## src/rtl/alu_seq.sv

```systemverilog
// alu_seq: multi-cycle execute-stage ALU with valid/ready on both sides.
// Ports: I_clk/I_reset, I_valid/O_ready request side, I_opcode/I_opcode_mode/
//   I_rA/I_rB/I_immediate operands, O_valid/I_ready result side,
//   O_out result, O_flags {b_zero,a_zero,eq,a_gt_b,b_gt_a}, O_carry,
//   O_overflow, O_illegal.
module alu_seq #(
  parameter int WIDTH     = 16,
  parameter int IMM_WIDTH = 8
) (
  input  logic                 I_clk,
  input  logic                 I_reset,
  input  logic                 I_valid,
  output logic                 O_ready,
  input  logic [3:0]           I_opcode,
  input  logic                 I_opcode_mode,
  input  logic [WIDTH-1:0]     I_rA,
  input  logic [WIDTH-1:0]     I_rB,
  input  logic [IMM_WIDTH-1:0] I_immediate,
  output logic                 O_valid,
  input  logic                 I_ready,
  output logic [WIDTH-1:0]     O_out,
  output logic [4:0]           O_flags,
  output logic                 O_carry,
  output logic                 O_overflow,
  output logic                 O_illegal
);

  localparam int SH_W  = $clog2(WIDTH);
  localparam int CNT_W = SH_W + 1;

  localparam logic [3:0] OP_ADD  = 4'd0;
  localparam logic [3:0] OP_SUB  = 4'd1;
  localparam logic [3:0] OP_OR   = 4'd2;
  localparam logic [3:0] OP_AND  = 4'd3;
  localparam logic [3:0] OP_XOR  = 4'd4;
  localparam logic [3:0] OP_NOT  = 4'd5;
  localparam logic [3:0] OP_LOAD = 4'd6;
  localparam logic [3:0] OP_CMP  = 4'd7;
  localparam logic [3:0] OP_SHL  = 4'd8;
  localparam logic [3:0] OP_SHR  = 4'd9;
  localparam logic [3:0] OP_SAR  = 4'd10;
  localparam logic [3:0] OP_MUL  = 4'd11;

  typedef enum logic [1:0] {
    S_IDLE,
    S_SHIFT,
    S_MUL,
    S_DONE
  } state_t;

  state_t               state_q;
  logic [3:0]           op_q;
  logic                 mode_q;
  logic [2*WIDTH-1:0]   acc_q;
  logic [WIDTH-1:0]     mcand_q;
  logic [CNT_W-1:0]     cnt_q;
  logic [WIDTH-1:0]     out_q;
  logic [4:0]           flags_q;
  logic                 carry_q;
  logic                 ovf_q;
  logic                 ill_q;

  logic                 accept;
  logic                 take;
  logic [SH_W-1:0]      amt;
  logic                 is_shift;
  logic                 is_mul;

  logic [WIDTH:0]       add_w;
  logic [WIDTH:0]       sub_w;
  logic                 a_gt_b;
  logic                 b_gt_a;
  logic [4:0]           cmp_flags;
  logic [WIDTH-1:0]     ld_val;

  logic [WIDTH-1:0]     sc_out;
  logic [4:0]           sc_flags;
  logic                 sc_c;
  logic                 sc_v;
  logic                 sc_ill;

  logic [WIDTH-1:0]     sh_next;
  logic [WIDTH:0]       mul_sum;
  logic [2*WIDTH-1:0]   mul_next;
  logic [WIDTH-1:0]     mul_res;

  assign O_ready = (state_q == S_IDLE) ||
                   ((state_q == S_DONE) && I_ready);
  assign O_valid = (state_q == S_DONE);
  assign accept  = I_valid && O_ready;
  assign take    = O_valid && I_ready;

  assign O_out      = out_q;
  assign O_flags    = flags_q;
  assign O_carry    = carry_q;
  assign O_overflow = ovf_q;
  assign O_illegal  = ill_q;

  assign amt      = I_rB[SH_W-1:0];
  assign is_shift = (I_opcode == OP_SHL) ||
                    (I_opcode == OP_SHR) ||
                    (I_opcode == OP_SAR);
  assign is_mul   = (I_opcode == OP_MUL);

  // Zero-extended operands: bit WIDTH is carry for add, borrow for sub.
  assign add_w = {1'b0, I_rA} + {1'b0, I_rB};
  assign sub_w = {1'b0, I_rA} - {1'b0, I_rB};

  always_comb begin
    a_gt_b = 1'b0;
    b_gt_a = 1'b0;
    if (I_opcode_mode) begin
      a_gt_b = I_rA > I_rB;
      b_gt_a = I_rB > I_rA;
    end else begin
      a_gt_b = $signed(I_rA) > $signed(I_rB);
      b_gt_a = $signed(I_rB) > $signed(I_rA);
    end
  end

  assign cmp_flags = {I_rB == '0, I_rA == '0,
                      I_rA == I_rB, a_gt_b, b_gt_a};

  // Mode 1 places the immediate in the top bits.
  assign ld_val = I_opcode_mode ?
                  (WIDTH'(I_immediate) << (WIDTH - IMM_WIDTH)) :
                  WIDTH'(I_immediate);

  always_comb begin
    sc_out   = '0;
    sc_flags = '0;
    sc_c     = 1'b0;
    sc_v     = 1'b0;
    sc_ill   = 1'b0;
    case (I_opcode)
      OP_ADD: begin
        sc_out      = add_w[WIDTH-1:0];
        sc_c        = add_w[WIDTH];
        sc_v        = (I_rA[WIDTH-1] == I_rB[WIDTH-1]) &&
                      (add_w[WIDTH-1] != I_rA[WIDTH-1]);
        sc_flags[2] = (add_w[WIDTH-1:0] == '0);
      end
      OP_SUB: begin
        sc_out      = sub_w[WIDTH-1:0];
        sc_c        = sub_w[WIDTH];
        sc_v        = (I_rA[WIDTH-1] != I_rB[WIDTH-1]) &&
                      (sub_w[WIDTH-1] != I_rA[WIDTH-1]);
        sc_flags[2] = (sub_w[WIDTH-1:0] == '0);
      end
      OP_OR:   sc_out = I_rA | I_rB;
      OP_AND:  sc_out = I_rA & I_rB;
      OP_XOR:  sc_out = I_rA ^ I_rB;
      OP_NOT:  sc_out = ~I_rA;
      OP_LOAD: sc_out = ld_val;
      OP_CMP: begin
        sc_flags = cmp_flags;
        sc_out   = WIDTH'(cmp_flags);
      end
      // Shift by zero completes in one cycle with rA unchanged.
      OP_SHL, OP_SHR, OP_SAR: sc_out = I_rA;
      OP_MUL: sc_out = '0;
      default: sc_ill = 1'b1;
    endcase
  end

  always_comb begin
    sh_next = acc_q[WIDTH-1:0];
    case (op_q)
      OP_SHL:  sh_next = {acc_q[WIDTH-2:0], 1'b0};
      OP_SHR:  sh_next = {1'b0, acc_q[WIDTH-1:1]};
      default: sh_next = {acc_q[WIDTH-1], acc_q[WIDTH-1:1]};
    endcase
  end

  // Shift-add step: high half accumulates, low half holds remaining
  // multiplier bits; the whole accumulator shifts right each step.
  assign mul_sum  = {1'b0, acc_q[2*WIDTH-1:WIDTH]} +
                    (acc_q[0] ? {1'b0, mcand_q} : '0);
  assign mul_next = {mul_sum, acc_q[WIDTH-1:1]};
  assign mul_res  = mode_q ? mul_next[2*WIDTH-1:WIDTH] :
                             mul_next[WIDTH-1:0];

  always_ff @(posedge I_clk) begin
    if (I_reset) begin
      state_q <= S_IDLE;
      op_q    <= '0;
      mode_q  <= 1'b0;
      acc_q   <= '0;
      mcand_q <= '0;
      cnt_q   <= '0;
      out_q   <= '0;
      flags_q <= '0;
      carry_q <= 1'b0;
      ovf_q   <= 1'b0;
      ill_q   <= 1'b0;
    end else if (accept) begin
      op_q   <= I_opcode;
      mode_q <= I_opcode_mode;
      unique case (1'b1)
        is_shift && (amt != '0): begin
          state_q <= S_SHIFT;
          acc_q   <= {{WIDTH{1'b0}}, I_rA};
          cnt_q   <= {1'b0, amt};
          out_q   <= '0;
          flags_q <= '0;
          carry_q <= 1'b0;
          ovf_q   <= 1'b0;
          ill_q   <= 1'b0;
        end
        is_mul: begin
          state_q <= S_MUL;
          acc_q   <= {{WIDTH{1'b0}}, I_rB};
          mcand_q <= I_rA;
          cnt_q   <= CNT_W'(WIDTH);
          out_q   <= '0;
          flags_q <= '0;
          carry_q <= 1'b0;
          ovf_q   <= 1'b0;
          ill_q   <= 1'b0;
        end
        default: begin
          state_q <= S_DONE;
          out_q   <= sc_out;
          flags_q <= sc_flags;
          carry_q <= sc_c;
          ovf_q   <= sc_v;
          ill_q   <= sc_ill;
        end
      endcase
    end else begin
      case (state_q)
        S_SHIFT: begin
          acc_q[WIDTH-1:0] <= sh_next;
          cnt_q            <= cnt_q - 1'b1;
          if (cnt_q == CNT_W'(1)) begin
            state_q <= S_DONE;
            out_q   <= sh_next;
          end
        end
        S_MUL: begin
          acc_q <= mul_next;
          cnt_q <= cnt_q - 1'b1;
          if (cnt_q == CNT_W'(1)) begin
            state_q <= S_DONE;
            out_q   <= mul_res;
          end
        end
        S_DONE: begin
          if (take) state_q <= S_IDLE;
        end
        default: state_q <= S_IDLE;
      endcase
    end
  end

endmodule

```

## config.mk

```make
export PLATFORM = sky130hd
export DESIGN_NAME = alu_seq
export DESIGN_NICKNAME = d
export VERILOG_FILES = /design/src/rtl/alu_seq.sv
export SDC_FILE = /design/constraint.sdc
export NUM_CORES = 1
export LEC_CHECK = 0
export ABC_AREA = 1
export ABC_CLOCK_PERIOD_IN_PS = 7200
export CAP_MARGIN = 20
export CORE_AREA = 2 2 142 144
export DETAILED_ROUTE_END_ITERATION = 8
export DIE_AREA = 0 0 144 146
export PLACE_DENSITY_LB_ADDON = 0.15
export SETUP_SLACK_MARGIN = 0.05
export SYNTH_ARGS = -nofsm -noshare
export SYNTH_HDL_FRONTEND = slang
export SYNTH_SLANG_ARGS = --single-unit
```

## constraint.sdc

```tcl
create_clock -name I_clk -period 7.2 [get_ports I_clk]
set_clock_uncertainty 0.05 [all_clocks]
set_input_delay 0.72 -clock I_clk [delete_from_list [all_inputs] [get_ports I_clk]]
set_output_delay 0.72 -clock I_clk [all_outputs]
set_load 0.02 [all_outputs]
```

Word level (Yosys, flattened, before mapping)
Cells that the tools add are included.
{ "word_totals": {"regBits": 84, "in_bits": 49, "wordCells": 113} }
{ "op_classes": {"n_addsub": 4, "n_lt_le_gt_ge": 4, "eq_ne": 27, "n_mux": 34, "bitwise": 4, "reduce_logical": 28} }
{ "op_table": {"columns": ["operator", "count"], "rows": [
  ["case mux 16 bit (9 select lines)", 1],
  ["two-way mux 16 bit", 8],
  ["case mux 16 bit (2 select lines)", 3],
  ["greater-than comparator 16 bit", 4],
  ["logical NOT 16 bit", 4],
  ["case mux 32 bit (2 select lines)", 1],
  ["adder 16 x 16 -> 17 bit", 2],
  ["two-way mux 32 bit", 1],
  ["equality test 4 bit, second input constant", 6],
  ["subtractor 16 x 16 -> 17 bit", 1],
  ["AND 16 bit", 1],
  ["equality test 16 bit", 1],
  ["equality test 4 x 3 -> 1 bit, second input constant", 4],
  ["inverter 16 bit", 1],
  ["OR 16 bit", 1],
  ["bitwise XOR 16 bit", 1],
  ["two-way mux 5 bit", 3],
  ["OR reduction 11 bit", 1],
  ["two-way mux 2 bit", 5],
  ["case mux 5 bit (2 select lines)", 1],
  ["AND reduction 2 bit", 5],
  ["inequality test 3 x 1 -> 1 bit, second input constant", 3],
  ["equality test 4 x 2 -> 1 bit, second input constant", 2],
  ["case mux 2 bit (2 select lines)", 2],
  ["21 further kinds", 39]
]} }

Depth between registers and ports, before layout
Gate-level depths: netlist of the first run.
{ "logic_depth": {"depth_word": 7, "ltp_mapped": 21, "ltp_nobuf": 19} }

Worst setup path after synthesis of the first run
No wires, ideal clock.
{ "synth_timing": {"path_type": "in2reg", "startpoint": "input port I_rA[0]", "endpoint": "register flags_q[2] (netlist: O_flags[2])", "setup_time_ns": 0.070, "arrival_ns": 2.388, "slack_ns": 4.691, "cell_stages": 17, "path_buffers": 0, "cell_sequence": "inv_1 -> ha_1 -> inv_1 -> fa_1 -> nor2_1 -> nand3_1 -> nor2_1 -> nand3_1 -> nor2_1 -> nand2_1 -> nor2_1 -> nand2_1 -> nor2_1 -> nand4_1 -> nand3_1 -> nand2_1 -> a21oi_1"} }
{ "synth_via": {"elab_chain_cells": 4} }
{ "synth_rtl": {"columns": ["item", "line_no", "text"], "rows": [
  ["start: declaration", "16", "input logic [WIDTH-1:0] I_rA,"],
  ["subtractor 16 x 16 -> 17 bit or adder 16 x 16 -> 17 bit (tied branches)", "107, 106", null],
  ["logical NOT 16 bit (on tied branches)", "148, 141", null],
  ["case mux 1 bit (3 select lines) (*)", "135", "case (I_opcode)"],
  ["two-way mux 5 bit (*)", "199", "unique case (1'b1)"],
  ["end signal: assignment", "224", "flags_q <= sc_flags;"],
  ["end: declaration", "58", "logic [4:0] flags_q;"]
]} }
Every way passes the cells marked *; elsewhere a longest branch is shown, timed or not.
A chain may end at the register's enable or synchronous reset.

Worst setup path after layout of the first run
{ "layout_timing": {"startpoint": "register state_q[0]", "endpoint": "register out_q[11] (netlist: O_out[11])"} }
{ "layout_via": {"elab_chain_cells": 6} }
{ "layout_rtl": {"columns": ["item", "line_no", "text"], "rows": [
  ["start: declaration", "51", "state_t state_q;"],
  ["start signal: assignment", "185", "state_q <= S_IDLE;"],
  ["start signal: assignment", "201", "state_q <= S_SHIFT;"],
  ["start signal: assignment", "211", "state_q <= S_MUL;"],
  ["equality test 2 bit", "88", "((state_q == S_DONE) && I_ready);"],
  ["logical AND 1 bit", "88", null],
  ["logical OR 1 bit", "87", "assign O_ready = (state_q == S_IDLE) ||"],
  ["logical AND 1 bit", "90", "assign accept = I_valid && O_ready;"],
  ["inequality test 3 bit (no source line) or nonzero test 3 bit (tied branches)", null, null],
  ["AND reduction 3 bit (no source line)", null, null],
  ["end signal: assignment", "223", "out_q <= sc_out;"],
  ["end signal: assignment", "237", "out_q <= sh_next;"],
  ["end signal: assignment", "245", "out_q <= mul_res;"],
  ["end: declaration", "57", "logic [WIDTH-1:0] out_q;"]
]} }
Several ways; a longest one is shown, not always the timed one.

==> results.md, run 1 <==
* Mean Syn Cell Area at 6.11 um^2
* Worst vdd ir at ~0.00021 V
* Post-route antenna net violation count at 0
* Worst hold path class: reg2reg
* CP dominant cell by count: inv_1
* Top Ports at 75
* DRT Pass-1 Iters at 6
* Longest Clk Path Bufs at 2
* Syn Nets at 1,559
* Setup repair bufs after CTS at 0
* R2R Path End: O_out[11]$_SDFFE_PP0P_
* Routed WL at 33,000 um
* CTS root buffer: clkbuf_16
* Arrival time of the worst setup path at approximately 4000 ps
* Most frequent cell after synthesis: nand2_1
* Initial antenna violation count at 0
* First-pass GRT wire length at between 50,000 and 60,000 um
* Post-synth EDFFs at 0
* Critical Path Fanout Max at 29
* Final setup fails at 0
* DRC at 0
* IO buf count at between 70 and 80
* CTS buffer count at 9
* Largest net degree at the start of global routing at between 50 and 60
* Synth Instances at ~1,400
* Layout net count at ~1,600
* Max-cap viol count at 0
* Global route total overflow at 0
* N_diodes at 0
* Quantity of gates resized following cts at 0
* Via density at between 5 and 6
* Hold Path Stages at 2
* H-Tree Depth at 3
* Die X at between 100 and 150 um
* Clk sinks at 84
* Hold Path Origin: cnt_q[2]$_SDFFE_PP0P_
* Period utilization at 0.522
* Slew Viols, Final at 0
* Area delta synth->final at 12.4%
* CTS tree: done
* Vias in the first global route at between 9,000 and 10,000
* Post-Syn Area at a little under 9000 um^2
* Clock latency on the worst-skew pair at 340 ps
* Register bit count reported by yosys at 84
* CP Capture Type: flop
* Main flop type after synthesis: dfxtp_1
* Top post-synthesis cells by area: dfxtp_1, nand2_1, ha_1
* Routability cong. at between 1 and 1.5
* Seq/Total Area, Yosys at 0.194
* Area leader, netlist: dfxtp_1
* CTS Hold Bufs at 0
* Reg2reg start: state_q[0]$_SDFFE_PP0P_
* # rows at 51
* Crit path launch type: flop
* Hold Fails Final Rpt at 0
* Worst r2r path cells at 9
* Min-Delay Endpoint: cnt_q[2]$_SDFFE_PP0P_
* Post-Layout Inst Area at 9770 um^2
* DIE HEIGHT at about 150 um
* Initial Util at 0.449
* Synth warnings at 0
* Worst setup path class: reg2reg
* Vias at 9,867
* Die ar. at ~21,000 um^2
* Asr flop ratio synth at 0
* Layout cells sized above 1 at 0.0371
* Crit path cell chain: inv_1, ha_1, inv_1, nand3b_1, nand2_1, inv_1, nand3_1, nand2_1, inv_1
* DPL Wire Length at ~26,000 um
* Total track usage at 0.311
* RSZ-0062 raised after global routing: no
* Top-area cell type share of the netlist area at 0.194
* DR WL/cell at approximately 19 um
* Fmax at 0.266 GHz
* Power density cells at between 200 and 250 nW/um^2
* Tmin final at between 3000 and 4000 ps
* TNS Setup at 0 ps
* Worst Path Required at ~7400 ps
* R2R setup slack at 3440 ps
* Pleak at about 4.6 nW
* Max stage delay cell, worst path: ha_1
* Worst Tran Pin Value at 977 ps
* Max-slew headroom at 0.349
* Clock transition at path regs at 60 ps
* Outcome: completed
* Worst path max stage delay at approximately 760 ps
* DRT iter0 DRCs at ~1,100
* Synth cell types at 50
* Post-DP Area at ~9500 um^2
* Synth cell count leaders: nand2_1, inv_1, a21oi_1, o21ai_0, nor2_1
* Core footprint at 19,300 um^2
==> routing by layer <==
metal | global-route usage | part of all wire
met4 | 0.0956 | 0.033
met2 | 0.458 | 0.42
met1 | 0.459 | 0.45
met5 | 0 | 0
met3 | 0.0530 | 0.093
==> power breakdown <==
| group | switching (W) | internal, W |
|---|---|---|
| sequential | 0.0000911 | 0.000569 |
| combinational | 0.000798 | 0.000400 |
| clock | 0.000203 | 0.000235 |
==> kinds of logic (layout without fill, tap and decap cells) <==
| group | after synthesis | after routing | share of synthesized area |
|---|---|---|---|
| AO/OA/AOI/OAI | 368 | 368 | 0.242 |
| adder cells (fa/ha/maj) | 89 | 89 | 0.131 |
| XOR/XNOR | 17 | 17 | 0.0171 |
| AND/OR/NAND/NOR | 615 | 615 | 0.300 |
| buffers and inverters | 248 | 283 | 0.117 |
| flip-flops | 84 | 84 | 0.194 |
==> registers in the layout, indices dropped and copies added (netlist names) <==
| register | cells |
|---|---|
| mode_q | 1 |
| cnt_q | 5 |
| O_illegal | 1 |
| mcand_q | 16 |
| O_carry | 1 |
| O_flags | 5 |
| O_out | 16 |
| acc_q | 32 |
| op_q | 4 |
| O_overflow | 1 |
| state_q | 2 |
==> final cells by class <==
class / instances / area [um^2]
repair buffers: 78 / 774
multi-input cells: 1089 / 5990
fillers: 2040 / 9570
clock inverters: 5 / 38.8
inverters: 189 / 713
flip-flops and latches: 84 / 1680
well taps: 265 / 332
clock buffers: 11 / 233
==> critical path, delay by kind of cell, from the launching register on <==
kind / cells / cell delay (ps)
fa+ha+maj: 1 / 760
buf+inv: 4 / 1510
simple gates: 4 / 980
flops: 1 / 340
==> stage by stage <==
step	setup WS [ps]	hold WS [ps]	std cells	total power (W)	util
after global routing	3170	436	1721	0.00245	0.505
final	3440	414	1721	0.00229	0.505
after floorplan	4690	380	1421	0.00146	-
after CTS	3480	404	1721	0.00228	0.505
after global placement	3300	390	1704	0.00183	0.490
after detailed placement	3330	397	1705	0.00184	0.491
==> cells in the final DEF, fill, tap and decap left out, types with 5 or more instances in the layout <==
cell type / netlist / final
xnor2_1: 6 / 6
o2111ai_1: 5 / 5
xor2_1: 11 / 11
inv_1: 175 / 175
nand3_1: 80 / 80
a31oi_1: 18 / 18
o21ai_0: 109 / 109
nand4_1: 17 / 17
nor4_1: 8 / 8
clkdlybuf4s50_1: 0 / 74
inv_2: 10 / 10
dfxtp_1: 84 / 84
nor2_1: 104 / 103
nand2_2: 6 / 6
o22ai_1: 23 / 23
nand2_1: 366 / 366
o211ai_1: 11 / 11
a21oi_1: 132 / 132
a22oi_1: 18 / 18
nor3_1: 15 / 15
ha_1: 86 / 86
o21ai_1: 19 / 19
a211oi_1: 7 / 7
o221ai_1: 6 / 6
clkbuf_16: 0 / 9
==> worst max-delay path by stage <==
stage                                    to  slack, ps  cells after the start               startpoint
floorplan           O_flags[2]$_SDFFE_PP0P_       4690                     17                  I_rA[0]
global placement     acc_q[26]$_SDFFE_PP0P_       3300                      8                  I_ready
detailed placement   O_out[11]$_SDFFE_PP0P_       3330                     16                  I_rA[1]
CTS                  O_out[13]$_SDFFE_PP0P_       3480                      9  state_q[0]$_SDFFE_PP0P_
global route         O_out[14]$_SDFFE_PP0P_       3170                      9  state_q[0]$_SDFFE_PP0P_
finish               O_out[11]$_SDFFE_PP0P_       3440                      9  state_q[0]$_SDFFE_PP0P_
(Power assumes the default switching activity.)
==> run 2, diff against run 1 <==
--- a/config.mk
+++ b/config.mk
@@ -6,7 +6,7 @@
 export NUM_CORES = 1
 export LEC_CHECK = 0
 export ABC_AREA = 1
-export ABC_CLOCK_PERIOD_IN_PS = 7200
+export ABC_CLOCK_PERIOD_IN_PS = 3500
 export CAP_MARGIN = 20
 export CORE_AREA = 2 2 142 144
 export DETAILED_ROUTE_END_ITERATION = 8
==> constraint.sdc (replaced) <==
create_clock -name I_clk -period 3.5 [get_ports I_clk]
set_clock_uncertainty 0.05 [all_clocks]
set_input_delay 0.35 -clock I_clk [delete_from_list [all_inputs] [get_ports I_clk]]
set_output_delay 0.35 -clock I_clk [all_outputs]
set_load 0.02 [all_outputs]
==> run 2 against run 1 <==
Compared with the run above: die area unchanged; cell count up 3.2%; clock power rose by 130%; sequential power increased by 110%; global-route usage increased by 2.0 points; first-iteration DRC count up 16%; setup slack got worse by 3000 ps; wire length grew 7.1%; critical path type is now in2reg; highest routed layer unchanged.
==> results.md, run 2 (synthesis results as in run 1) <==
* Worst Path Required at 3700 ps (-3690 ps)
* Worst r2r path cells at 17 (+8)
* Vias at 10,234 (+3.7%)
* Area occupied by multi-input gates at 5990 um^2 (unchanged)
* CP Capture Type: flop
* Area delta synth->final at 17.5%
* Top Ports at 75 (unchanged)
* Crit path cell chain: clkdlybuf4s50_1, inv_1, ha_1, inv_1, a21oi_2, nor2_1, o21ai_0, nand3_1, nand2_1, a21oi_1, o21ai_0, buf_4, nand3_1, nand2_1, inv_1
* Outcome: completed
* Layout net count at 1,645 (+3.5%)
* TNS Setup at 0 ps (unchanged)
* Arrival time of the worst setup path at 3260 ps (-690 ps)
* N_diodes at 0 (unchanged)
* Fill count at 2,081 (+2.0%)
* Die ar. at 21,000 um^2 (unchanged)
* Longest Clk Path Bufs at 2 (unchanged)
* DRT Pass-1 Iters at 6 (unchanged)
* DRC at 0 (unchanged)
* Worst Tran Pin Value at 1070 ps (+89.7 ps)
* Critical Path Fanout Max at 7 (-76%)
* Max stage delay cell, worst path: clkdlybuf4s50_1
* RSZ-0062 raised after global routing: no
* Layout cells sized above 1 at 0.0735 (+0.0364)
* DRT iter0 DRCs at 1,252 (+16%)
* Max-cap viol count at 0 (unchanged)
* Most frequent cells in the layout: nand2_1, inv_1, a21oi_1, o21ai_0, nor2_1
* Quantity of gates resized following cts at 0 (unchanged)
* Storage cell area at 1680 um^2 (unchanged)
* Number of flip-flops under the largest register name at 32 (unchanged)
* Clock transition at path regs at 60 ps (about the same)
* CTS root buffer: clkbuf_16
* # rows at 51 (unchanged)
* Power density cells at 484 nW/um^2 (+110%)
* Initial Util at 0.449 (unchanged)
* Initial antenna violation count at 0 (unchanged)
* Clk sinks at 84 (unchanged)
* Die X at 144 um (unchanged)
* DIE HEIGHT at 146 um (unchanged)
* Worst hold path class: reg2reg
* Slew Viols, Final at 0 (unchanged)
* Post-DP Area at 9910 um^2 (+4.4%)
* Most common cell after layout, fill and taps aside: nand2_1
* Reg2reg start: acc_q[0]$_SDFFE_PP0P_
* CTS buffer count at 9 (unchanged)
* Hold Path Stages at 2 (unchanged)
* Worst path max stage delay at 490 ps (-270 ps)
* CTS Hold Bufs at 0 (unchanged)
* Min-Delay Endpoint: cnt_q[2]$_SDFFE_PP0P_
* Worst setup path class: in2reg
* Post-layout util at 0.528 (+0.0230)
* Post-route antenna net violation count at 0 (unchanged)
* Largest net degree at the start of global routing at 39 (-29%)
* IO buf count at 74 (unchanged)
* Clock latency on the worst-skew pair at 350 ps (about the same)
* Hold Fails Final Rpt at 0 (unchanged)
* R2R Path End: O_out[13]$_SDFFE_PP0P_
* Hold Path Origin: cnt_q[2]$_SDFFE_PP0P_
* CTS tree: done
* First-pass GRT wire length at 53,200 um (+4.4%)
* Max-slew headroom at 0.288 (-0.0606)
* Routability cong. at 0.995 (-1.5%)
* R2R setup slack at 550 ps (-2890 ps)
* CP top delay family: compound AO/OA/AOI/OAI gates
* Setup repair bufs after CTS at 0 (unchanged)
* Via density at 5.76 (+0.51%)
* Tmin final at 3060 ps
* Global route total overflow at 0 (unchanged)
* Most flops, register: acc_q
* Core footprint at 19,300 um^2 (unchanged)
* Pleak at 4.88 nW (+6.5%)
* Period utilization at 0.873
* Worst vdd ir at 0.000375 V (+80%)
* H-Tree Depth at 3 (unchanged)
* Buffers plus inverters on the worst setup path at 5 (+1)
* Crit path launch type: input port
* Post-Layout Inst Area at 10,200 um^2 (+4.6%)
* Total track usage at 0.331 (+0.0200)
* Fmax at 0.327 GHz
* DPL Wire Length at 28,100 um (+8.9%)
* Routed WL at 35,400 um (+7.1%)
* Final setup fails at 0 (unchanged)
* CP dominant cell by count: inv_1
* DR WL/cell at 19.9 um (+3.8%)
* Vias in the first global route at 9,442 (+4.3%)
* Overall Power at 0.00495 W (+120%)
==> run 2: worst max path at each step <==
stage	start	endpoint	depth (start not counted)
floorplan	acc_q[0]$_SDFFE_PP0P_	O_out[13]$_SDFFE_PP0P_	19
CTS	I_rA[4]	O_out[11]$_SDFFE_PP0P_	15
detailed placement	I_rA[4]	O_out[11]$_SDFFE_PP0P_	15
global route	acc_q[0]$_SDFFE_PP0P_	O_out[14]$_SDFFE_PP0P_	17
global placement	I_rA[4]	O_out[11]$_SDFFE_PP0P_	15
finish	I_rA[4]	O_out[11]$_SDFFE_PP0P_	15
==> run 2: where the power goes <==
group / switching [W] / internal, W / total (W)
sequential: 0.000202 / 0.00117 / 0.00137
clock: 0.000414 / 0.000572 / 0.000987
combinational: 0.00169 / 0.000899 / 0.00259
==> run 2: cell type report <==
cell class | instances | area share
Tap cell | 265 | 0.0325
Clock buffer | 10 | 0.0234
Timing Repair Buffer | 134 | 0.117
Sequential cell | 84 | 0.165
Inverter | 189 | 0.0698
Multi-Input combinational cell | 1089 | 0.587
Clock inverter | 5 | 0.00600
==> run 2: through the flow <==
stage	setup WS (ps)	std cells	hold WS, ps
after CTS	546	1776	413
final	443	1776	417
after global placement	122	1761	399
after floorplan	1050	1421	380
after global routing	218	1776	430
after detailed placement	204	1761	404
==> run 2: metal layers <==
metal  GRT usage  wire length (um)  up-vias
met5           0                 0        -
met4       0.128              1510        0
met3      0.0533              3410      106
met2       0.493             15000      580
met1       0.475             15500     4653
li1            -                 -     4895
==> run 2: worst reg2reg max path: cells and delay by family, from the launching register on <==
| kind | cells | cell delay [ps] |
|---|---|---|
| adder cells (fa/ha/maj) | 2 | 480 |
| buffers and inverters | 2 | 150 |
| AND/OR/NAND/NOR | 12 | 1210 |
| flip-flops | 1 | 780 |
| AO/OA/AOI/OAI | 1 | 150 |
==> run 3, diff against run 2 <==
--- a/config.mk
+++ b/config.mk
@@ -16,3 +16,4 @@
 export SYNTH_ARGS = -nofsm -noshare
 export SYNTH_HDL_FRONTEND = slang
 export SYNTH_SLANG_ARGS = --single-unit
+export TNS_END_PERCENT = 1
==> results of run 3 <==
The final DEF is identical to that of run 2; final timing and power are the same.
